<file path="src/rtl/fpu_pkg.sv">
// ---------------------------------------------------------------------------
// fpu_pkg
// Shared types and constants for the shared FP32 adder arbiter.
//   fp32_t         : raw IEEE-754 single-precision bit pattern
//   arb_state_e    : arbiter transaction state
//   FP32_QNAN      : canonical quiet NaN returned on a watchdog completion
//   fp32_flip_sign : negates an operand so the adder computes a-b
// ---------------------------------------------------------------------------
package fpu_pkg;

  typedef logic [31:0] fp32_t;

  typedef enum logic [1:0] {
    ST_IDLE,
    ST_ISSUE,
    ST_WAIT,
    ST_RESP
  } arb_state_e;

  localparam fp32_t FP32_QNAN = 32'hFFC00000;

  // Flipping only the sign bit negates any FP32 value, including zeros,
  // infinities and NaNs, so a subtract is an add with a negated B.
  function automatic fp32_t fp32_flip_sign(input fp32_t v, input logic flip);
    return {v[31] ^ flip, v[30:0]};
  endfunction

endpackage

</file>
<file path="src/rtl/rr_arbiter.sv">
// ---------------------------------------------------------------------------
// rr_arbiter
// Combinational round-robin pick: the winner is the first asserted request
// found when scanning upward from ptr_i, wrapping modulo NUM_REQ.
// Ports:
//   req_i   [NUM_REQ]         request vector
//   ptr_i   [$clog2(NUM_REQ)] index with highest priority this cycle
//   grant_o [NUM_REQ]         one-hot winner (all zero when nothing pending)
//   valid_o                   a winner exists
// ---------------------------------------------------------------------------
module rr_arbiter #(
  parameter int NUM_REQ = 4
) (
  input  logic [NUM_REQ-1:0]         req_i,
  input  logic [$clog2(NUM_REQ)-1:0] ptr_i,
  output logic [NUM_REQ-1:0]         grant_o,
  output logic                       valid_o
);

  localparam int IW = $clog2(NUM_REQ);

  // Walk the requesters in priority order starting at the pointer; the
  // first one found claims the grant and blocks every later candidate.
  always_comb begin
    int            sum;
    logic [IW-1:0] idx;
    grant_o = '0;
    valid_o = 1'b0;
    sum     = 0;
    idx     = '0;
    for (int i = 0; i < NUM_REQ; i++) begin
      sum = int'(ptr_i) + i;
      if (sum >= NUM_REQ) sum = sum - NUM_REQ;
      idx = IW'(sum);
      if (!valid_o && req_i[idx]) begin
        grant_o[idx] = 1'b1;
        valid_o      = 1'b1;
      end
    end
  end

endmodule

</file>
<file path="src/rtl/fpu_adder_arbiter.sv">
// ---------------------------------------------------------------------------
// fpu_adder_arbiter
// Shares one multi-cycle FP32 adder between NUM_REQ clients. A round-robin
// winner's operands are latched (B optionally negated for a subtract), one
// exec strobe is sent to the adder, and the result goes back to the winner
// on a one-cycle response pulse. A watchdog completes the transaction with a
// quiet NaN and an error flag if the adder never signals done.
// Ports:
//   clk, reset_ni                 clock, synchronous active-low reset
//   req_valid_i/req_sub_i         per-requester request and subtract select
//   req_a_i/req_b_i               per-requester operands
//   req_ready_o                   one-hot grant pulse (operands accepted)
//   rsp_valid_o                   one-hot response pulse to the winner
//   rsp_value_o, rsp_err_o        result and watchdog error flag
//   busy_o                        grant through response cycle inclusive
//   adder_reset_o                 adder reset, follows the arbiter reset
//   adder_a_o/adder_b_o           latched operands to the adder
//   adder_exec_o                  one-cycle start strobe to the adder
//   adder_z_i/adder_done_i        adder result and done strobe
// ---------------------------------------------------------------------------
module fpu_adder_arbiter
  import fpu_pkg::*;
#(
  parameter int NUM_REQ = 4,
  parameter int TIMEOUT = 64
) (
  input  logic                     clk,
  input  logic                     reset_ni,
  input  logic [NUM_REQ-1:0]       req_valid_i,
  input  logic [NUM_REQ-1:0]       req_sub_i,
  input  logic [NUM_REQ-1:0][31:0] req_a_i,
  input  logic [NUM_REQ-1:0][31:0] req_b_i,
  output logic [NUM_REQ-1:0]       req_ready_o,
  output logic [NUM_REQ-1:0]       rsp_valid_o,
  output logic [31:0]              rsp_value_o,
  output logic                     rsp_err_o,
  output logic                     busy_o,
  output logic                     adder_reset_o,
  output logic [31:0]              adder_a_o,
  output logic [31:0]              adder_b_o,
  output logic                     adder_exec_o,
  input  logic [31:0]              adder_z_i,
  input  logic                     adder_done_i
);

  localparam int IW = $clog2(NUM_REQ);
  // A disabled watchdog still gets a 1-bit timer so no zero-width vector
  // is ever declared.
  localparam int TW = (TIMEOUT > 0) ? $clog2(TIMEOUT + 1) : 1;
  localparam logic [TW-1:0] TIMER_LAST = TW'((TIMEOUT > 0) ? TIMEOUT - 1 : 0);
  localparam logic [IW-1:0] LAST_IDX = IW'(NUM_REQ - 1);

  arb_state_e         state_q, state_d;
  logic [IW-1:0]      rr_ptr_q, rr_ptr_d;
  logic [TW-1:0]      timer_q, timer_d;
  logic [NUM_REQ-1:0] grant_oh_q, grant_oh_d;
  logic [IW-1:0]      grant_idx_q, grant_idx_d;
  logic [NUM_REQ-1:0] ready_q, ready_d;
  fp32_t              a_q, a_d;
  fp32_t              b_q, b_d;
  fp32_t              value_q, value_d;
  logic               err_q, err_d;

  logic [NUM_REQ-1:0] arb_grant;
  logic               arb_valid;
  logic [IW-1:0]      arb_idx;

  rr_arbiter #(
    .NUM_REQ(NUM_REQ)
  ) u_rr_arbiter (
    .req_i  (req_valid_i),
    .ptr_i  (rr_ptr_q),
    .grant_o(arb_grant),
    .valid_o(arb_valid)
  );

  // Binary form of the one-hot winner, used to index the operand buses.
  always_comb begin
    arb_idx = '0;
    for (int i = 0; i < NUM_REQ; i++) begin
      if (arb_grant[i]) arb_idx = IW'(i);
    end
  end

  // State register. Reset clears everything, so a transaction caught
  // mid-flight is simply dropped without a response.
  always_ff @(posedge clk) begin
    if (!reset_ni) begin
      state_q     <= ST_IDLE;
      rr_ptr_q    <= '0;
      timer_q     <= '0;
      grant_oh_q  <= '0;
      grant_idx_q <= '0;
      ready_q     <= '0;
      a_q         <= '0;
      b_q         <= '0;
      value_q     <= '0;
      err_q       <= 1'b0;
    end else begin
      state_q     <= state_d;
      rr_ptr_q    <= rr_ptr_d;
      timer_q     <= timer_d;
      grant_oh_q  <= grant_oh_d;
      grant_idx_q <= grant_idx_d;
      ready_q     <= ready_d;
      a_q         <= a_d;
      b_q         <= b_d;
      value_q     <= value_d;
      err_q       <= err_d;
    end
  end

  // Next-state logic. The pointer advances in ISSUE from the stored
  // binary grant index; arbitration only looks at it in IDLE, so this is
  // equivalent to advancing it at grant time.
  always_comb begin
    state_d     = state_q;
    rr_ptr_d    = rr_ptr_q;
    timer_d     = timer_q;
    grant_oh_d  = grant_oh_q;
    grant_idx_d = grant_idx_q;
    ready_d     = '0;
    a_d         = a_q;
    b_d         = b_q;
    value_d     = value_q;
    err_d       = err_q;
    unique case (state_q)
      ST_IDLE: begin
        if (arb_valid) begin
          a_d         = req_a_i[arb_idx];
          b_d         = fp32_flip_sign(req_b_i[arb_idx], req_sub_i[arb_idx]);
          grant_oh_d  = arb_grant;
          grant_idx_d = arb_idx;
          ready_d     = arb_grant;
          state_d     = ST_ISSUE;
        end
      end
      ST_ISSUE: begin
        rr_ptr_d = (grant_idx_q == LAST_IDX) ? '0 : grant_idx_q + IW'(1);
        timer_d  = '0;
        state_d  = ST_WAIT;
      end
      ST_WAIT: begin
        if (adder_done_i) begin
          value_d = adder_z_i;
          err_d   = 1'b0;
          state_d = ST_RESP;
        end else if (TIMEOUT != 0 && timer_q == TIMER_LAST) begin
          value_d = FP32_QNAN;
          err_d   = 1'b1;
          state_d = ST_RESP;
        end else begin
          timer_d = timer_q + TW'(1);
        end
      end
      ST_RESP: begin
        state_d = ST_IDLE;
      end
      default: begin
        state_d = ST_IDLE;
      end
    endcase
  end

  // Strobes are decoded from the state so each lasts exactly one cycle.
  assign req_ready_o   = ready_q;
  assign adder_exec_o  = (state_q == ST_ISSUE);
  assign rsp_valid_o   = (state_q == ST_RESP) ? grant_oh_q : '0;
  assign busy_o        = (state_q != ST_IDLE);
  assign rsp_value_o   = value_q;
  assign rsp_err_o     = err_q;
  assign adder_a_o     = a_q;
  assign adder_b_o     = b_q;
  assign adder_reset_o = !reset_ni;

endmodule

</file>
<file path="config.mk">
export PLATFORM = sky130hd
export DESIGN_NAME = fpu_adder_arbiter
export DESIGN_NICKNAME = d
export VERILOG_FILES = /design/src/rtl/fpu_pkg.sv /design/src/rtl/rr_arbiter.sv /design/src/rtl/fpu_adder_arbiter.sv
export SDC_FILE = /design/constraint.sdc
export NUM_CORES = 1
export LEC_CHECK = 0
export BUFFER_PORTS_ARGS = -buffer_cell sky130_fd_sc_hd__buf_2
export CORE_AREA = 2 2 158 160
export CTS_CLUSTER_SIZE = 20
export DETAILED_ROUTE_END_ITERATION = 6
export DIE_AREA = 0 0 160 162
export GPL_TIMING_DRIVEN = 0
export HOLD_SLACK_MARGIN = 0.06
export PLACE_DENSITY_LB_ADDON = 0.12
export SYNTH_ARGS = -nofsm -noshare
export SYNTH_HDL_FRONTEND = slang
export SYNTH_SLANG_ARGS = --single-unit
</file>
<file path="constraint.sdc">
create_clock -name clk -period 5.15 [get_ports clk]
set_clock_uncertainty 0.1 [all_clocks]
set_input_delay 0.7725 -clock clk [delete_from_list [all_inputs] [get_ports clk]]
set_output_delay 0.7725 -clock clk [all_outputs]
set_load 0.03 [all_outputs]
</file>
=== Word level (Yosys, flattened, before mapping) ===
Index checks and enable logic that the tools add are counted.

* Register bits: 118
* Output and inout port bits: 108
* Word-level logic and storage cells: 115
* Input bits: 299

* Eq/ne operators: 9
* Order comparisons: 13
* Multiplexer cells: 50
* Bitwise operators: 4
* Add/subtract/negate cells: 9
* Reduce and logical (&&, ||, !) cells: 20

{| class="wikitable"
|+ Operator list
! kind !! count
|-
| $bmux 32 s2 || 2
|-
| $mux 32 || 4
|-
| $mux 2 || 10
|-
| $mux 4 || 5
|-
| $mux 1 || 16
|-
| $lt 2x3->1 const B || 5
|-
| $mux 7 || 2
|-
| $pmux 7 s2 || 1
|-
| $or 4x4->4 || 3
|-
| $bmux 1 s2 || 5
|-
| $ge 3x3->1 const B || 3
|-
| $demux 1 s2 || 4
|-
| $ge 2x1->1 const B || 4
|-
| $pmux 2 s4 || 1
|-
| $sub 2x1->2 const B || 4
|-
| $add 7x1->7 const B || 1
|-
| $eq 7x6->1 const B || 1
|-
| $logic_and 1x1->1 || 7
|-
| $add 2x2->3 const B || 2
|-
| $eq 2x2->1 const B || 3
|-
| $ne 2x2->1 const B || 3
|-
| $reduce_and 2->1 || 3
|-
| $reduce_and 3->1 || 2
|-
| $reduce_bool 2->1 || 3
|-
| other kinds (8) || 11
|}

=== Depth between registers and ports, before layout ===
Gate-level depths: netlist (run 1).

* Depth after elaboration: 20
* Depth in mapped cells: 12
* Depth with buffers taken out: 8

=== By module ===
From an unflattened synthesis (run 1), not the netlist that was laid out.

* Cell total of the unflattened synthesis: 744
* Area, all modules: 6414.9 um^2

{| class="wikitable"
|+ By module, submodules not included
! module !! times used !! sequential area each (um^2) !! cells an instance !! area each (um^2)
|-
| fpu_adder_arbiter || 1 || 2362.3 || 682 || 5906.9
|-
| rr_arbiter || 1 || 0.0 || 62 || 508.0
|}

=== Worst setup path after synthesis (run 1) ===
Ideal clock, no wire load.

* Path type: register to register
* From: register rr_ptr_q[0]
* To: register a_q[0] (netlist: adder_a_o[0])
* Clock period less this slack: 3.142 ns
* Arrival: 2.912 ns
* Buffers on the path: 4
* Cell stages (with the launch flop): 13
* Slack: 2.008 ns
* Data required time: 4.920 ns
* Library setup time: 0.130 ns
* Cell sequence: dfxtp_1 buf_2 inv_1 ha_1 buf_4 or3b_1 a2111o_1 a21bo_1 and2_1 buf_6 buf_6 a221oi_2 o31ai_1

* Word-level cells in the longest chain between the ends: 19
* Elaborated cells on any way between the ends: 66
* Those cells by class: 7 x add/sub; 12 x order compare; 33 x mux; 3 x bitwise; 11 x reduce/logical

{| class="wikitable"
|+ RTL lines
! item !! line !! source
|-
| from (decl) || fpu_adder_arbiter.sv:54 || <nowiki>logic [IW-1:0] rr_ptr_q, rr_ptr_d;</nowiki>
|-
| from (signal assigned) || fpu_adder_arbiter.sv:101 || <nowiki>rr_ptr_q <= rr_ptr_d;</nowiki>
|-
| parallel branches: the longest is 19 deep, another holds $add 2x1->3 || n/a ||
|-
| to (signal assigned) || fpu_adder_arbiter.sv:95 || <nowiki>a_q <= '0;</nowiki>
|-
| to (signal assigned) || fpu_adder_arbiter.sv:106 || <nowiki>a_q <= a_d;</nowiki>
|-
| to (decl) || fpu_adder_arbiter.sv:59 || <nowiki>fp32_t a_q, a_d;</nowiki>
|}

Parallel ways; which one is timed is not known. The select of a mux whose other input is x is not followed.
A chain may end at the register's enable or synchronous reset.

=== Worst setup path in the final report (run 1) ===
* From: register rr_ptr_q[0]
* To: register a_q[21] (netlist: adder_a_o[21])

Same word-level chain as after synthesis.

==> results of run 1 <==
[area by class of cell]
| class | instances | share of cell area |
|---|---|---|
| clock inverters | 14 | 0.0171 |
| well taps | 324 | 0.0420 |
| flip-flops and latches | 118 | 0.245 |
| clock buffers | 18 | 0.0455 |
| diodes | 3 | 0.000778 |
| multi-input cells | 509 | 0.398 |
| repair buffers | 406 | 0.211 |
| plain buffers | 65 | 0.0374 |
| inverters | 9 | 0.00350 |
[cell usage in the layout, fill, tap and decap left out, types with 3 or more instances in the layout]
| cell | instances |
|---|---|
| a221oi_1 | 13 |
| inv_6 | 4 |
| a211oi_1 | 3 |
| mux2i_1 | 8 |
| nand2_1 | 11 |
| nand3_1 | 6 |
| diode_2 | 3 |
| ha_1 | 13 |
| buf_6 | 6 |
| xor2_1 | 4 |
| clkinv_4 | 4 |
| xnor2_1 | 3 |
| clkbuf_1 | 32 |
| nor3_1 | 4 |
| and2_1 | 70 |
| o31ai_1 | 65 |
| a22oi_1 | 88 |
| a221oi_2 | 51 |
| inv_1 | 8 |
| or3b_1 | 3 |
| buf_4 | 15 |
| dfxtp_1 | 118 |
| o221a_2 | 11 |
| o21ai_0 | 5 |
| nor2_1 | 105 |
| buf_2 | 418 |
| clkbuf_16 | 17 |
| a21oi_1 | 5 |
[layer usage]
layer  up-vias  share of wire
met5         -        0.00040
met4         2          0.016
met3        30          0.068
met2       249           0.50
met1      3456           0.41
li1       3567              -
[flip-flops by register name, summed over array words and instances (netlist names)]
signal       cells
adder_a_o       32
adder_b_o       32
grant_idx_q      2
grant_oh_q       4
req_ready_o      4
rr_ptr_q         2
rsp_err_o        1
rsp_value_o     32
state_q          2
timer_q          7
[power groups by stage]
stage	sequential [uW]	combinational (uW)	clock, uW
floorplan	1660	1800	0
global placement	1290	3060	0
detailed placement	1290	3050	0
CTS	1280	3060	1260
global route	1310	3270	1300
finish	1280	3030	1230
[worst max-delay path by stage]
stage / from / to / slack (ns)
after CTS: rr_ptr_q[0]$_SDFFE_PN0P_ / adder_a_o[21]$_SDFFE_PN0P_ / 1.09
after floorplan: rr_ptr_q[0]$_SDFFE_PN0P_ / adder_a_o[0]$_SDFFE_PN0P_ / 2.01
after global placement: rr_ptr_q[0]$_SDFFE_PN0P_ / adder_a_o[21]$_SDFFE_PN0P_ / 1.13
after global routing: rr_ptr_q[0]$_SDFFE_PN0P_ / adder_a_o[31]$_SDFFE_PN0P_ / 0.73
after detailed placement: rr_ptr_q[0]$_SDFFE_PN0P_ / adder_a_o[21]$_SDFFE_PN0P_ / 1.12
final: rr_ptr_q[0]$_SDFFE_PN0P_ / adder_a_o[21]$_SDFFE_PN0P_ / 1.08
[cell families after synthesis]
group	after synthesis	synth area share
adder cells (fa/ha/maj)	13	0.0247
flip-flops	118	0.358
AND/OR/NAND/NOR	213	0.161
multiplexers	12	0.0211
buffers and inverters	74	0.0597
XOR/XNOR	7	0.00929
AO/OA/AOI/OAI	264	0.366
[through the flow]
stage / std cells / area (sq um)
6_report: 1466 / 9650
4_1_cts: 1463 / 9640
5_1_grt: 1466 / 9650
3_3_place_gp: 1431 / 9030
2_1_floorplan: 701 / 6600
3_5_place_dp: 1431 / 9030
==> qor.log, run 1 <==
INFO  outcome        result_of_the_run=completed
INFO  synth          synthesis.yosys.warnings=0
INFO  floorplanning  io_count=407
INFO  critical_path  slowest_stage_cell_cp=a2bb2oi_1
INFO  cells_and_area layout-drive-gt1-share=0.477
INFO  critical_path  regToRegStartpoint=rr_ptr_q[0]$_SDFFE_PN0P_
INFO  critical_path  critPathArrivalTime=4.30ns
INFO  floorplanning  dieArea=0.0259sqmm
INFO  floorplanning  initial_core_utilization=0.274
INFO  floorplanning  placeableCoreArea=0.0241sqmm
INFO  drt            route.final.wire_length=27800um
INFO  timing         setup_slack=1.08ns
INFO  cts            clockRootBuffer=clkbuf_16
INFO  synth          ys_ff_latch=118
INFO  cts            clk_transition_reported_paths=0.06ns
INFO  grt            gr-usage-all-layers=0.206
INFO  placement      dp_hpwl=21800um
INFO  synth          synth.most_common_cell=dfxtp_1
INFO  critical_path  cp_data_required_time=5.37ns
INFO  critical_path  critical_path.cell_chain=buf_2 -> inv_1 -> ha_1 -> buf_4 -> mux2i_1 -> a32oi_1 -> a2bb2oi_1 -> clkbuf_1 -> clkbuf_1 -> and2_1 -> a221oi_2 -> o31ai_1
INFO  drt            vias=7304
INFO  synth          synth.top_cells.by_count=118 x dfxtp_1, 105 x nor2_1, 88 x a22oi_1
INFO  synth          synthesized_instance_count=701
INFO  cells_and_area area_growth=46.2%
INFO  cells_and_area finalCoreUtilization=0.400
INFO  pwr            power_frac_seq=0.231
INFO  drt            dr_drc_count=0
INFO  critical_path  r2r.worst_path.cells=12
INFO  synth          register_area_share_after_synthesis=0.358
INFO  synth          yosysUniqueCellTypes=57
INFO  cts            clock-sinks=118
INFO  cts            worst_skew_pair.late_latency=0.42ns
INFO  floorplanning  rows=57
INFO  min_path       min_from=grant_oh_q[0]$_SDFFE_PN0P_
INFO  cts            hold_buffers=0
INFO  critical_path  critPathTopFamily=buffers and inverters
INFO  pwr            ir_worst_vdd=0.276mV
INFO  timing         fin_hold_ws=0.341ns
INFO  synth          post-synth-top-area-cell=dfxtp_1
INFO  synth          share_of_the_synthesized_area_in_the_top_cell_type=0.358
INFO  drt            drtIter0Drc=398
INFO  timing         setup_tns=0ns
INFO  cts            cts_resized=0
INFO  timing         unrepaired_setup_endpoints_after_global_routing=false
INFO  job            cap_violations=0
INFO  grt            grt.overflow.total=0
INFO  drt            drt_first_pass_iters=4
INFO  cells_and_area num-nets-final=1438
INFO  critical_path  worst-path-stages=12
INFO  grt            globalRouteMet2Util=0.365
INFO  synth          synthesized_area_per_cell=9.41squm
INFO  synth          synthesis.nets=1013
INFO  critical_path  critPathMaxFanout=10
INFO  drt            wire_per_inst=19.0um
INFO  floorplanning  dieWidth=160um
INFO  critical_path  critical_path.startpoint_type=register
INFO  pwr            power.combinational.fraction=0.546
INFO  placement      gp_congestion=0.842
INFO  drt            vias_per_cell=4.98
INFO  cells_and_area layout.area.seq=0.00236sqmm
INFO  pwr            switching_power=2530uW
INFO  timing         max_freq=246MHz
INFO  min_path       hold_path_class=register to register
INFO  pwr            powerDensity=574mW/mm^2
INFO  cells_and_area final.fill_count=2584
INFO  grt            wire_length_of_the_first_global_routing_pass=41900um
INFO  cts            cts_post_setup_buffers_inserted=0
INFO  grt            grt.met1_usage=0.241
INFO  timing         final_period_minus_worst_setup_slack=4.07ns
INFO  min_path       worst_case_hold_path_end_point=grant_oh_q[0]$_SDFFE_PN0P_
INFO  pwr            power=5540uW
INFO  timing         hold_violations=0
INFO  synth          synth_ff_type=dfxtp_1
INFO  timing         finalMaxSlewViolations=0
INFO  pwr            power.switching_fraction=0.456
INFO  synth          netlist_top_cells_area=dfxtp_1 36%, a221oi_2 12%, a22oi_1 10%
INFO  timing         period_utilization=0.791
INFO  critical_path  critPathBufInv=5
INFO  grt            antenna_violations_before_repair=4
INFO  drt            drt.antenna.violating_nets=0
INFO  grt            grt_use_met3=0.0623
INFO  placement      dp_slack=1.12ns
INFO  timing         slew_worst_pin=0.767ns
INFO  grt            maximum_number_of_pins_on_one_net_before_global_route_repair=17
INFO  synth          post_synth_instance_area=0.00660sqmm
INFO  pwr            cellLeakagePower=0.00435uW
INFO  pwr            pwr-share-clk=0.223
INFO  cts            ctsHtreeMaxLevel=4
INFO  cts            cts-root-to-sink-buffers=2
INFO  critical_path  start_to_end_type_of_the_worst_setup_path=register to register
INFO  critical_path  timing.rr.end=adder_a_o[21]$_SDFFE_PN0P_
INFO  synth          synth_enable_flop_cells=0
INFO  critical_path  cp_common_cell=clkbuf_1
INFO  placement      port_buffers=406
INFO  grt            top_usage_layer=met2
INFO  synth          asyncSetResetFlopFracSynth=0
INFO  grt            grt_pass1_vias=7504
INFO  cells_and_area multi_input_gate_area=0.00384sqmm
INFO  timing         slew_headroom=0.487
INFO  cts            number_of_buffers_created_by_cts=17
INFO  pwr            internal-power=3010uW
INFO  floorplanning  die_height=162um
INFO  critical_path  stage_delay_of_the_slowest_cell_on_the_critical_path=0.68ns
INFO  cts            cts_tree=yes
INFO  critical_path  end_kind=register
INFO  timing         setup-violations-final=0
INFO  min_path       holdPathStages=1
INFO  critical_path  ff2ff_setup_slack=1.08ns
No activity file was read; power rests on OpenSTA's default activity.
==> run 2, diff against run 1 <==
--- a/config.mk
+++ b/config.mk
@@ -5,11 +5,12 @@
 export SDC_FILE = /design/constraint.sdc
 export NUM_CORES = 1
 export LEC_CHECK = 0
+export ABC_AREA = 1
 export BUFFER_PORTS_ARGS = -buffer_cell sky130_fd_sc_hd__buf_2
-export CORE_AREA = 2 2 158 160
+export CORE_AREA = 2 2 160 162
 export CTS_CLUSTER_SIZE = 20
 export DETAILED_ROUTE_END_ITERATION = 6
-export DIE_AREA = 0 0 160 162
+export DIE_AREA = 0 0 162 164
 export GPL_TIMING_DRIVEN = 0
 export HOLD_SLACK_MARGIN = 0.06
 export PLACE_DENSITY_LB_ADDON = 0.12
==> constraint.sdc (replaced) <==
create_clock -name clk -period 3.65 [get_ports clk]
set_clock_uncertainty 0.1 [all_clocks]
set_input_delay 0.5475 -clock clk [delete_from_list [all_inputs] [get_ports clk]]
set_output_delay 0.5475 -clock clk [all_outputs]
set_load 0.03 [all_outputs]
==> run 2 against run 1 <==
  * Power up 69%
  * Worst setup slack worse by 0.83 ns
  * Wire length up 5.4%
  * Register-to-register slack worse by 0.83 ns
  * Sequential power up 43%
  * Sequential share of layout area down 2.1 points
  * Synthesized cell count up 92%
  * Synthesized area up 13%
  * Largest power group unchanged
==> qor.log, run 2 <==
INFO  outcome        result_of_the_run=completed
INFO  cts            cts_post_setup_buffers_inserted=0 [unchanged]
INFO  cts            cts-root-to-sink-buffers=2 [unchanged]
INFO  synth          synth-compound-area-share=0.0893 [-0.277]
INFO  pwr            pwr-share-clk=0.178 [-0.045]
INFO  timing         hold_violations=0 [unchanged]
INFO  cts            clockRootBuffer=clkbuf_16
INFO  cells_and_area layout-drive-gt1-share=0.272 [-0.205]
INFO  floorplanning  die_height=164um [+1.2%]
INFO  drt            vias_per_cell=4.28 [-14%]
INFO  pwr            power.switching_fraction=0.543 [+0.0865]
INFO  pwr            switching_power=5090uW [+100%]
INFO  synth          synthesized_area_per_cell=5.56squm [-41%]
INFO  critical_path  end_kind=register
INFO  min_path       min_from=adder_z_i[1]
INFO  timing         unrepaired_setup_endpoints_after_global_routing=false
INFO  timing         final_period_minus_worst_setup_slack=3.41ns [-0.666 ns]
INFO  pwr            internal-power=4290uW [+42%]
INFO  synth          synthSimpleGateAreaFrac=0.408 [+0.247]
INFO  grt            wire_length_of_the_first_global_routing_pass=44300um [+5.6%]
INFO  drt            drtIter0Drc=408 [+2.5%]
INFO  timing         period_utilization=0.933 [+0.142]
INFO  critical_path  ff2ff_setup_slack=0.24ns [-0.83 ns]
INFO  grt            grt.overflow.total=0 [unchanged]
INFO  critical_path  regToRegStartpoint=rr_ptr_q[1]$_SDFFE_PN0P_
INFO  floorplanning  initial_core_utilization=0.302 [+0.0278]
INFO  synth          register_area_share_after_synthesis=0.316 [-0.0424]
INFO  timing         slew_worst_pin=0.663ns [-0.103 ns]
INFO  job            cap_violations=0 [unchanged]
INFO  floorplanning  placeableCoreArea=0.0248sqmm [+3.0%]
INFO  cts            clk_transition_reported_paths=0.07ns [about the same]
INFO  drt            drt_first_pass_iters=5 [+1]
INFO  synth          synth-adder-area-share=0.0217 [-0.00292]
INFO  drt            dr_drc_count=0 [unchanged]
INFO  synth          netlist_top_cells_area=dfxtp_1 32%, nand2_1 30%, inv_1 12%
INFO  min_path       holdPathStages=3 [+2]
INFO  cts            hold_buffers=0 [unchanged]
INFO  synth          post-synth-top-area-cell=dfxtp_1
INFO  cells_and_area layout.cells.most_common=nand2_1
INFO  drt            vias=9094 [+25%]
INFO  floorplanning  dieArea=0.0266sqmm [+2.5%]
INFO  synth          synth_top_family_by_area=simple AND/OR/NAND/NOR gates
INFO  timing         slew_headroom=0.558 [+0.0709]
INFO  cts            clock-sinks=118 [unchanged]
INFO  placement      dp_hpwl=23300um [+6.9%]
INFO  drt            wire_per_inst=13.8um [-27%]
INFO  synth          synthesis.nets=1658 [+64%]
INFO  critical_path  cp_data_required_time=3.91ns [-1.46 ns]
INFO  pwr            powerDensity=891mW/mm^2 [+55%]
INFO  synth          muxShareOfSynthArea=0 [-0.0211]
INFO  floorplanning  dieWidth=162um [+1.3%]
INFO  cts            ctsHtreeMaxLevel=4 [unchanged]
INFO  synth          synth_ff_type=dfxtp_1
INFO  timing         fin_hold_ws=0.277ns [-0.0641 ns]
INFO  drt            drt.antenna.violating_nets=0 [unchanged]
INFO  min_path       hold_path_class=primary input to register
INFO  critical_path  critPathMaxFanout=10 [unchanged]
INFO  critical_path  start_to_end_type_of_the_worst_setup_path=register to register
INFO  cells_and_area area_growth=40.8%
INFO  cells_and_area design_area=0.0105sqmm [+9.2%]
INFO  pwr            ir_worst_vdd=0.379mV [+37%]
INFO  min_path       worst_case_hold_path_end_point=rsp_value_o[1]$_SDFFE_PN0P_
INFO  synth          synthesized_instance_count=1346 [+92%]
INFO  placement      detailed_place.area=0.00993sqmm [+9.9%]
INFO  cells_and_area layout.cells.most_common_list=608 x nand2_1, 426 x buf_2, 233 x inv_1
INFO  timing         finalMaxSlewViolations=0 [unchanged]
INFO  cts            number_of_buffers_created_by_cts=17 [unchanged]
INFO  floorplanning  io_count=407 [unchanged]
INFO  placement      port_buffers=406 [unchanged]
INFO  synth          yosysUniqueCellTypes=35 [-39%]
INFO  placement      dp_slack=-0.0473ns [-1.17 ns]
INFO  drt            route.final.wire_length=29300um [+5.4%]
INFO  pwr            power.combinational.fraction=0.627 [+0.081]
INFO  timing         setup-violations-final=0 [unchanged]
INFO  timing         setup_slack=0.244ns [-0.834 ns]
INFO  grt            maximum_number_of_pins_on_one_net_before_global_route_repair=17 [unchanged]
INFO  synth          share_of_the_synthesized_area_in_the_top_cell_type=0.316 [-0.0424]
INFO  synth          asyncSetResetFlopFracSynth=0 [unchanged]
INFO  synth          synth.most_common_cell=nand2_1
INFO  critical_path  timing.rr.end=adder_a_o[24]$_SDFFE_PN0P_
INFO  synth          synthesis.yosys.warnings=0 [unchanged]
INFO  cts            worst_skew_pair.late_latency=0.42ns [about the same]
INFO  floorplanning  rows=58 [+1.8%]
INFO  grt            grt_pass1_vias=8491 [+13%]
INFO  critical_path  critPathArrivalTime=3.66ns [-0.64 ns]
INFO  pwr            cellLeakagePower=0.00659uW [+52%]
INFO  grt            gr-usage-all-layers=0.215 [+0.00828]
INFO  critical_path  critical_path.startpoint_type=register
INFO  cts            cts_tree=yes
INFO  synth          synth_xor_area_frac=0.00585 [-0.00344]
INFO  placement      gp_congestion=0.861 [+2.3%]
INFO  grt            antenna_violations_before_repair=7 [+3]
INFO  synth          synth_enable_flop_cells=0 [unchanged]
INFO  cells_and_area num-nets-final=2083 [+45%]
INFO  synth          synth.top_cells.by_count=608 x nand2_1, 233 x inv_1, 144 x nor2_1
INFO  timing         max_freq=294MHz [+20%]
INFO  synth          ys_ff_latch=118 [unchanged]
INFO  cells_and_area final.fill_count=2846 [+10%]
INFO  synth          post_synth_instance_area=0.00748sqmm [+13%]
INFO  critical_path  r2r.worst_path.cells=16 [+4]
INFO  pwr            power_frac_seq=0.195 [-0.036]
run 2: kinds of logic after synthesis:
group | Yosys count
AO/OA/AOI/OAI | 121
XOR/XNOR | 5
adder cells (fa/ha/maj) | 13
buffers and inverters | 302
flip-flops | 118
AND/OR/NAND/NOR | 787
run 2: power groups by stage:
| stage | logic, uW | registers [uW] | clock network, uW |
|---|---|---|---|
| 3_5_place_dp | 5970 | 1850 | 0 |
| 2_1_floorplan | 3530 | 2410 | 0 |
| 6_report | 5890 | 1830 | 1670 |
| 5_1_grt | 6660 | 1870 | 1760 |
| 3_3_place_gp | 5950 | 1850 | 0 |
| 4_1_cts | 5980 | 1830 | 1700 |
run 2: what timing repair did:
action	CTS	global route
gates resized for setup	1	4
pin swaps	0	0
endpoints found under the setup margin	1	20
gates cloned	0	0
run 2: worst max-delay path, stage by stage, from the launching register on:
cell and delay (ns):
dfxtp_1 0.51, inv_1 0.23, ha_1 0.40, inv_1 0.09, nand3_1 0.09, nand2_1 0.11, nand2_2 0.10, nor2_2 0.05
nand2_1 0.10, nand2_1 0.09, nor2_2 0.29, buf_2 0.35, clkbuf_2 0.31, o21ai_0 0.21, nor2_1 0.18, nand2_1 0.07
nand2_1 0.05
run 2: final cells by class:
class,count,area [sq um],share of cell area
antenna,9,22.5,0.00214
buffer,63,295,0.0280
clock buffer,17,425,0.0404
clock inverter,15,153,0.0145
inverter,239,900,0.0854
multi-input combinational,926,3930,0.373
sequential,118,2360,0.224
tap,330,413,0.0392
timing repair buffer,406,2030,0.193
run 2: how the worst max path moves through the flow:
stage | to | slack (ns) | cells past startpoint | start
CTS | adder_a_o[11]$_SDFFE_PN0P_ | 0.12 | 16 | rr_ptr_q[1]$_SDFFE_PN0P_
finish | adder_a_o[24]$_SDFFE_PN0P_ | 0.24 | 16 | rr_ptr_q[1]$_SDFFE_PN0P_
floorplan | adder_a_o[11]$_SDFFE_PN0P_ | 1.15 | 16 | rr_ptr_q[1]$_SDFFE_PN0P_
global route | adder_a_o[24]$_SDFFE_PN0P_ | 0.007 | 16 | rr_ptr_q[1]$_SDFFE_PN0P_
global placement | adder_a_o[11]$_SDFFE_PN0P_ | 0.009 | 16 | rr_ptr_q[1]$_SDFFE_PN0P_
detailed placement | adder_a_o[11]$_SDFFE_PN0P_ | -0.05 | 16 | rr_ptr_q[1]$_SDFFE_PN0P_
run 2: metal layers:
metal  GRT usage  vias to the layer above  part of all wire
li1            -                     4815                 -
met3      0.0535                       40             0.063
met4      0.0724                        0             0.025
met1       0.248                     3968              0.42
met2       0.386                      271              0.49
met5           0                        -                 0
run 2: metrics by stage:
| step | util | total power (uW) | std cells | setup TNS, ns |
|---|---|---|---|---|
| 2_1_floorplan | - | 5940 | 1346 | 0 |
| 3_3_place_gp | 0.400 | 7800 | 2082 | 0 |
| 3_5_place_dp | 0.400 | 7820 | 2082 | -0.0473 |
| 4_1_cts | 0.423 | 9510 | 2114 | 0 |
| 5_1_grt | 0.424 | 10300 | 2119 | 0 |
| 6_report | 0.424 | 9380 | 2123 | 0 |
